$ cat src/rtl/tx_sched_pkg.sv
// Shared types and constants for the transmit scheduler: FSM encoding,
// step-divider reload values and parameter defaults.
package tx_sched_pkg;

    localparam logic [3:0] ST_IDLE = 4'b0001;
    localparam logic [3:0] ST_ARB  = 4'b0010;
    localparam logic [3:0] ST_SEND = 4'b0100;
    localparam logic [3:0] ST_GAP  = 4'b1000;

    typedef enum logic [3:0] {
        S_IDLE = ST_IDLE,
        S_ARB  = ST_ARB,
        S_SEND = ST_SEND,
        S_GAP  = ST_GAP
    } state_t;

    localparam logic [2:0] DIV_RELOAD_10G  = 3'd0;
    localparam logic [2:0] DIV_RELOAD_5G   = 3'd1;
    localparam logic [2:0] DIV_RELOAD_2P5G = 3'd3;

    localparam int          IPG_STEPS_DEF = 3;
    localparam logic [15:0] MAX_BYTES_DEF = 16'd9600;

    // Number of qwords needed to carry a byte count, ceil(bytes/8).
    function automatic logic [13:0] qwords(input logic [15:0] bytes);
        return 14'(({1'b0, bytes} + 17'd7) >> 3);
    endfunction

endpackage

$ cat src/rtl/tx_rr_arb.sv
// Combinational round-robin pick: the first requester after 'last', wrapping.
module tx_rr_arb
    import tx_sched_pkg::*;
#(
    parameter int NREQ = 4,
    localparam int IW = $clog2(NREQ)
) (
    input  logic [NREQ-1:0] req,
    input  logic [IW-1:0]   last,
    output logic [NREQ-1:0] gnt,
    output logic [IW-1:0]   gnt_idx,
    output logic            any
);

    logic [IW-1:0] cand;

    always_comb begin
        gnt     = '0;
        gnt_idx = '0;
        any     = 1'b0;
        cand    = '0;
        for (int k = 1; k <= NREQ; k++) begin
            cand = IW'((int'(last) + k) % NREQ);
            if (!any && req[cand]) begin
                any       = 1'b1;
                gnt[cand] = 1'b1;
                gnt_idx   = cand;
            end
        end
    end

endmodule

$ cat src/rtl/tx_sched_arb.sv
// Round-robin transmit scheduler feeding tx_xgmii from NREQ FWFT encap FIFOs,
// paced by the speed-mode step enable, with a fixed inter-packet gap.
module tx_sched_arb
    import tx_sched_pkg::*;
#(
    parameter int          NREQ      = 4,
    parameter int          IPG_STEPS = IPG_STEPS_DEF,
    parameter logic [15:0] MAX_BYTES = MAX_BYTES_DEF,
    localparam int IW = $clog2(NREQ)
) (
    input  logic                 clk156,
    input  logic                 rst_,
    input  logic                 mode_10G,
    input  logic                 mode_5G,
    input  logic                 mode_2p5G,
    input  logic                 mode_1G,
    input  logic                 sched_en,
    input  logic [NREQ-1:0]      req,
    input  logic [16*NREQ-1:0]   req_bytes,
    input  logic [64*NREQ-1:0]   req_data,
    output logic [NREQ-1:0]      pop,
    output logic                 rej,
    output logic                 rts,
    output logic [63:0]          rdata,
    output logic [15:0]          rbytes,
    output logic [IW-1:0]        gnt_id,
    output logic                 busy,
    output logic [31:0]          drop_cnt
);

    state_t        state, state_nxt;
    logic [2:0]    div_cnt, div_reload;
    logic          step;
    logic [13:0]   wcnt;
    logic [15:0]   gapcnt;

    logic [NREQ-1:0] arb_gnt;
    logic [IW-1:0]   arb_idx;
    logic            arb_any;

    logic [63:0] data_a  [NREQ];
    logic [15:0] bytes_a [NREQ];
    logic [15:0] win_bytes;
    logic [13:0] win_qw;
    logic        win_bad;

    for (genvar i = 0; i < NREQ; i++) begin : g_slice
        assign data_a[i]  = req_data[64*i +: 64];
        assign bytes_a[i] = req_bytes[16*i +: 16];
    end

    tx_rr_arb #(.NREQ(NREQ)) u_arb (
        .req     (req),
        .last    (gnt_id),
        .gnt     (arb_gnt),
        .gnt_idx (arb_idx),
        .any     (arb_any)
    );

    assign step      = (div_cnt == 3'd0);
    assign win_bytes = bytes_a[arb_idx];
    assign win_qw    = qwords(win_bytes);
    assign win_bad   = (win_bytes == 16'd0) || (win_bytes > MAX_BYTES);

    // Mode is only sampled while idle so a packet and its gap keep one pace.
    always_ff @(posedge clk156) begin
        if (!rst_) begin
            div_cnt    <= DIV_RELOAD_10G;
            div_reload <= DIV_RELOAD_10G;
        end else begin
            if (state == S_IDLE) begin
                if (mode_10G || mode_1G) div_reload <= DIV_RELOAD_10G;
                else if (mode_5G)        div_reload <= DIV_RELOAD_5G;
                else if (mode_2p5G)      div_reload <= DIV_RELOAD_2P5G;
            end
            div_cnt <= step ? div_reload : div_cnt - 3'd1;
        end
    end

    always_ff @(posedge clk156) begin
        if (!rst_) state <= S_IDLE;
        else       state <= state_nxt;
    end

    always_comb begin
        state_nxt = state;
        if (step) begin
            case (state)
                S_IDLE: if (sched_en && (req != '0)) state_nxt = S_ARB;
                S_ARB: begin
                    if (!arb_any || win_bad)  state_nxt = S_IDLE;
                    else if (win_qw == 14'd1) state_nxt = S_GAP;
                    else                      state_nxt = S_SEND;
                end
                S_SEND: if (wcnt <= 14'd1) state_nxt = S_GAP;
                S_GAP:  if (gapcnt <= 16'd1) state_nxt = S_IDLE;
                default: state_nxt = S_IDLE;
            endcase
        end
    end

    // The grant step already carries the first qword, so wcnt counts what is left.
    always_ff @(posedge clk156) begin
        if (!rst_) begin
            rts      <= 1'b0;
            rdata    <= 64'h0;
            rbytes   <= 16'h0;
            pop      <= '0;
            rej      <= 1'b0;
            gnt_id   <= IW'(NREQ - 1);
            busy     <= 1'b0;
            drop_cnt <= 32'h0;
            wcnt     <= '0;
            gapcnt   <= '0;
        end else begin
            pop  <= '0;
            rej  <= 1'b0;
            rts  <= 1'b0;
            busy <= (state_nxt != S_IDLE);
            if (step) begin
                case (state)
                    S_ARB: if (arb_any) begin
                        gnt_id <= arb_idx;
                        pop    <= arb_gnt;
                        if (win_bad) begin
                            rej <= 1'b1;
                            if (drop_cnt != 32'hFFFF_FFFF) drop_cnt <= drop_cnt + 32'd1;
                        end else begin
                            rts    <= 1'b1;
                            rbytes <= win_bytes;
                            rdata  <= data_a[arb_idx];
                            wcnt   <= win_qw - 14'd1;
                            gapcnt <= 16'(IPG_STEPS);
                        end
                    end
                    S_SEND: begin
                        rdata  <= data_a[gnt_id];
                        pop    <= NREQ'(1) << gnt_id;
                        wcnt   <= wcnt - 14'd1;
                        gapcnt <= 16'(IPG_STEPS);
                    end
                    S_GAP: gapcnt <= gapcnt - 16'd1;
                    default: ;
                endcase
            end
        end
    end

endmodule

$ cat config.mk
export PLATFORM = sky130hd
export DESIGN_NAME = tx_sched_arb
export DESIGN_NICKNAME = d
export VERILOG_FILES = /design/src/rtl/tx_sched_pkg.sv /design/src/rtl/tx_rr_arb.sv /design/src/rtl/tx_sched_arb.sv
export SDC_FILE = /design/constraint.sdc
export NUM_CORES = 1
export LEC_CHECK = 0
export ABC_AREA = 1
export CAP_MARGIN = 5
export CELL_PAD_IN_SITES_DETAIL_PLACEMENT = 0
export CELL_PAD_IN_SITES_GLOBAL_PLACEMENT = 1
export CORE_ASPECT_RATIO = 1.2
export CORE_MARGIN = 5
export CORE_UTILIZATION = 30
export CTS_BUF_LIST = sky130_fd_sc_hd__clkbuf_8
export DETAILED_ROUTE_END_ITERATION = 16
export GPL_TIMING_DRIVEN = 0
export PLACE_DENSITY_LB_ADDON = 0.3
export RECOVER_POWER = 100
export SYNTH_ARGS = -nofsm -noshare
export SYNTH_HDL_FRONTEND = slang
export SYNTH_SLANG_ARGS = --single-unit
$ cat constraint.sdc
create_clock -name clk156 -period 4.3 [get_ports clk156]
set_input_delay 0.86 -clock clk156 [delete_from_list [all_inputs] [get_ports clk156]]
set_output_delay 0.86 -clock clk156 [all_outputs]
set_load 0.02 [all_outputs]
==> impl_metrics.toml <==
[power_and_ir_drop]
power_per_cell_area_nw_per_um2 = 331
peakVddDrop_mv = 0.232
power_mw = 6.33
power_frac_seq_pct = 25.8
pwr-share-comb_pct = 54.8
clkPwrFrac_pct = 19.4
switching_power_mw = 3.03
leakagePower_nw = 7.70
p_int_mw = 3.30
switching_share_pct = 47.9

[placement]
portBuffers = 451
place_inst = 3182
place.gp.congestion = 0.926
place_hpwl_um = 53600
pre_cts_slack_ns = -1.53
placed_area_um2 = 18400

[route]
wl_per_cell_um = 21.3
drt_pre_antenna_iters = 8
drt_wl_total_um = 69000
vias = 17900
drc = 0
drt_iter0_markers = 1381
vias_per_cell = 5.54
antenna_left = 0

[final_layout]
layout_commonest_cell = "nand2_1"
fin_util_pct = 43.9
layoutNonFillerInstCount = 3236
layout_common_cells = "nand2_1 (384), nor2_1 (368), o21ai_0 (329), clkdlybuf4s50_1 (329), dfxtp_1 (158)"
nFillCells = 4579
nets = 3001
drive_above_1_share_pct = 7.16
final_area_um2 = 19100
syn_to_final_growth_pct = 45.2

[timing]
rsz0062_at_grt = "false"
finalCritPeriodShare_pct = 93.5
tightest_slew_ns = 0.929
whs_ns = 0.445
final_max_slew_viol_count = 0
setup_viol = 0
final-hold-violation-count = 0
tns_ns = 0
fin_ws_ns = 0.277
slew_headroom_pct = 38.1
timing.fmax_mhz = 249
finClkSkew_ns = 0.0217
period_minus_slack_ns = 4.02

[clock_network]
clockBufferDepth = 2
clk_latency_ns = 0.53
cts_buffers = 17
tritoncts = "yes"
clock_sinks = 160
cts_hold_buf = 0
ctsHtreeMaxLevel = 4
clkSlewWorstSetupHoldPaths_ns = 0.13
cts_root_buf = "clkbuf_8"

[worst_setup_path]
end_kind = "flip-flop"
startpoint_type = "flip-flop"
critical_path_class = "reg2reg"
worstSetupStartpoint = "gnt_id[1]"
timing.rr.start = "gnt_id[1]"
critical_path_required_ns = 4.74
cp.arrival_ns = 4.46
cp_max_fo = 21

[grt]
grt_pass1_vias = 17400
grt_pass1_wl_um = 103000
grt_max_degree = 20
antenna_found_initial = 18
grt-ovfl-total = 0
grt_use_total_pct = 27.0

[floorplan]
start_util_pct = 30.2
core_um2 = 43600
die_w_um = 201
ios = 452
rows = 84
die_area_um2 = 48200
fp.dieH_um = 240

[synthesis]
ys_seq_area_share_pct = 24.3
syn_area_um2 = 13200
async_flop_share_pct = 0
ys_types = 48
synthCells = 2172
ys.flop_type = "dfxtp_1"
syn_avg_cell_area_um2 = 6.06
ys.warnings.count = 0
postSynthNetCount = 2518
ys_ff_latch = 160
synth_edf_count = 0

[job]
drv_cap = 0

[min_path]
hp-start = "rbytes[14]"
hold_class = "reg2reg"

[run_status]
status = "finished clean"
==> critical path, cell delays in order (launching register included) <==
cell and delay [ns]:
dfxtp_4 0.39, clkinvlp_4 0.11, clkbuf_8 0.22, ha_4 0.34
inv_1 0.07, nand3_1 0.08, nand2_1 0.11, a21oi_2 0.20
nand2_4 0.14, nand2_4 0.13, inv_2 0.05, buf_4 0.18
nand2_1 0.08, nand2_1 0.05, nand2_1 0.06, nand2_1 0.14
nor2_2 0.17, nand2_1 0.08, a21oi_2 0.17, nand2_4 0.12
nand2_2 0.11, nand2_4 0.07, inv_2 0.11, nand2_4 0.08
buf_6 0.17, buf_6 0.16, a211oi_1 0.22, nor2_1 0.08
==> final timing paths <==
check | end | slack [ns] | cells past startpoint
max | rdata[40] | 0.28 | 27
min | rbytes[14] | 0.44 | 2
max reg2reg | rdata[40] | 0.28 | 27
min reg2reg | rbytes[14] | 0.44 | 2
==> cell usage after synthesis, drive strengths merged, types with 2 or more instances <==
cell type / instances / share of area, %
o22ai: 73 / 3.5
buf: 45 / 2.3
or2: 2 / 0.095
nand4: 25 / 1.2
a211oi: 40 / 2.9
o221ai: 30 / 2.0
o21a: 5 / 0.29
nand3b: 17 / 0.97
nor2: 383 / 11
nor3: 27 / 1.0
nand2: 425 / 13
inv: 148 / 4.3
clkbuf: 108 / 3.1
and3: 2 / 0.095
nand3: 95 / 3.9
o21ai: 334 / 13
dfxtp: 160 / 24
nor4: 16 / 0.76
a21oi: 146 / 5.8
a21boi: 2 / 0.11
ha: 15 / 1.4
nor3b: 2 / 0.11
o211ai: 2 / 0.11
xor2: 20 / 1.3
a31oi: 3 / 0.14
xnor2: 9 / 0.60
a32o: 34 / 2.6
==> sequential cells by signal (all words and copies together) (netlist names) <==
name,count
busy,1
div_cnt,3
div_reload,2
drop_cnt,32
gapcnt,16
gnt_id,2
pop,4
rbytes,16
rdata,64
rej,1
rts,1
state,4
wcnt,14
==> logic make-up (layout without fill, tap and decap cells) <==
| logic type | after synthesis | count (layout) | share of synthesized area (%) |
|---|---|---|---|
| other | 0 | 9 | 0 |
| adder cells (fa/ha/maj) | 15 | 15 | 1.43 |
| buffers and inverters | 301 | 797 | 9.60 |
| AO/OA/AOI/OAI | 672 | 672 | 30.3 |
| flip-flops | 160 | 160 | 24.3 |
| AND/OR/NAND/NOR | 995 | 995 | 32.4 |
| XOR/XNOR | 29 | 29 | 1.93 |
==> power groups by stage <==
stage	Combinational [mW]	Clock [mW]	Sequential (mW)
after floorplan	2.02	0	1.72
after global placement	3.27	0	1.67
after detailed placement	3.31	0	1.67
after CTS	3.38	1.27	1.64
after global routing	3.77	1.31	1.65
final	3.47	1.23	1.63
==> cell type report <==
| cell class | count | area (µm²) | area share [%] |
|---|---|---|---|
| Antenna cell | 9 | 22.5 | 0.118 |
| Buffer | 150 | 762 | 3.98 |
| Clock buffer | 17 | 234 | 1.22 |
| Clock inverter | 15 | 191 | 1.00 |
| Inverter | 148 | 562 | 2.94 |
| Multi-Input combinational cell | 1711 | 8790 | 46.0 |
| Sequential cell | 160 | 3210 | 16.8 |
| Tap cell | 559 | 699 | 3.66 |
| Timing Repair Buffer | 467 | 4650 | 24.3 |
==> layer usage <==
metal	track usage [%]	share of wire, %
met4	10.3	4.4
met5	0	0.18
met2	47.8	49
met1	31.2	38
met3	7.43	8.7
==> what timing repair did <==
item	4_1_cts	5_1_grt
resized for setup	45	31
pin swaps	4	7
setup endpoints to repair	150	135
cloned	0	0
setup buffers	6	10
(Power assumes the default switching activity.)
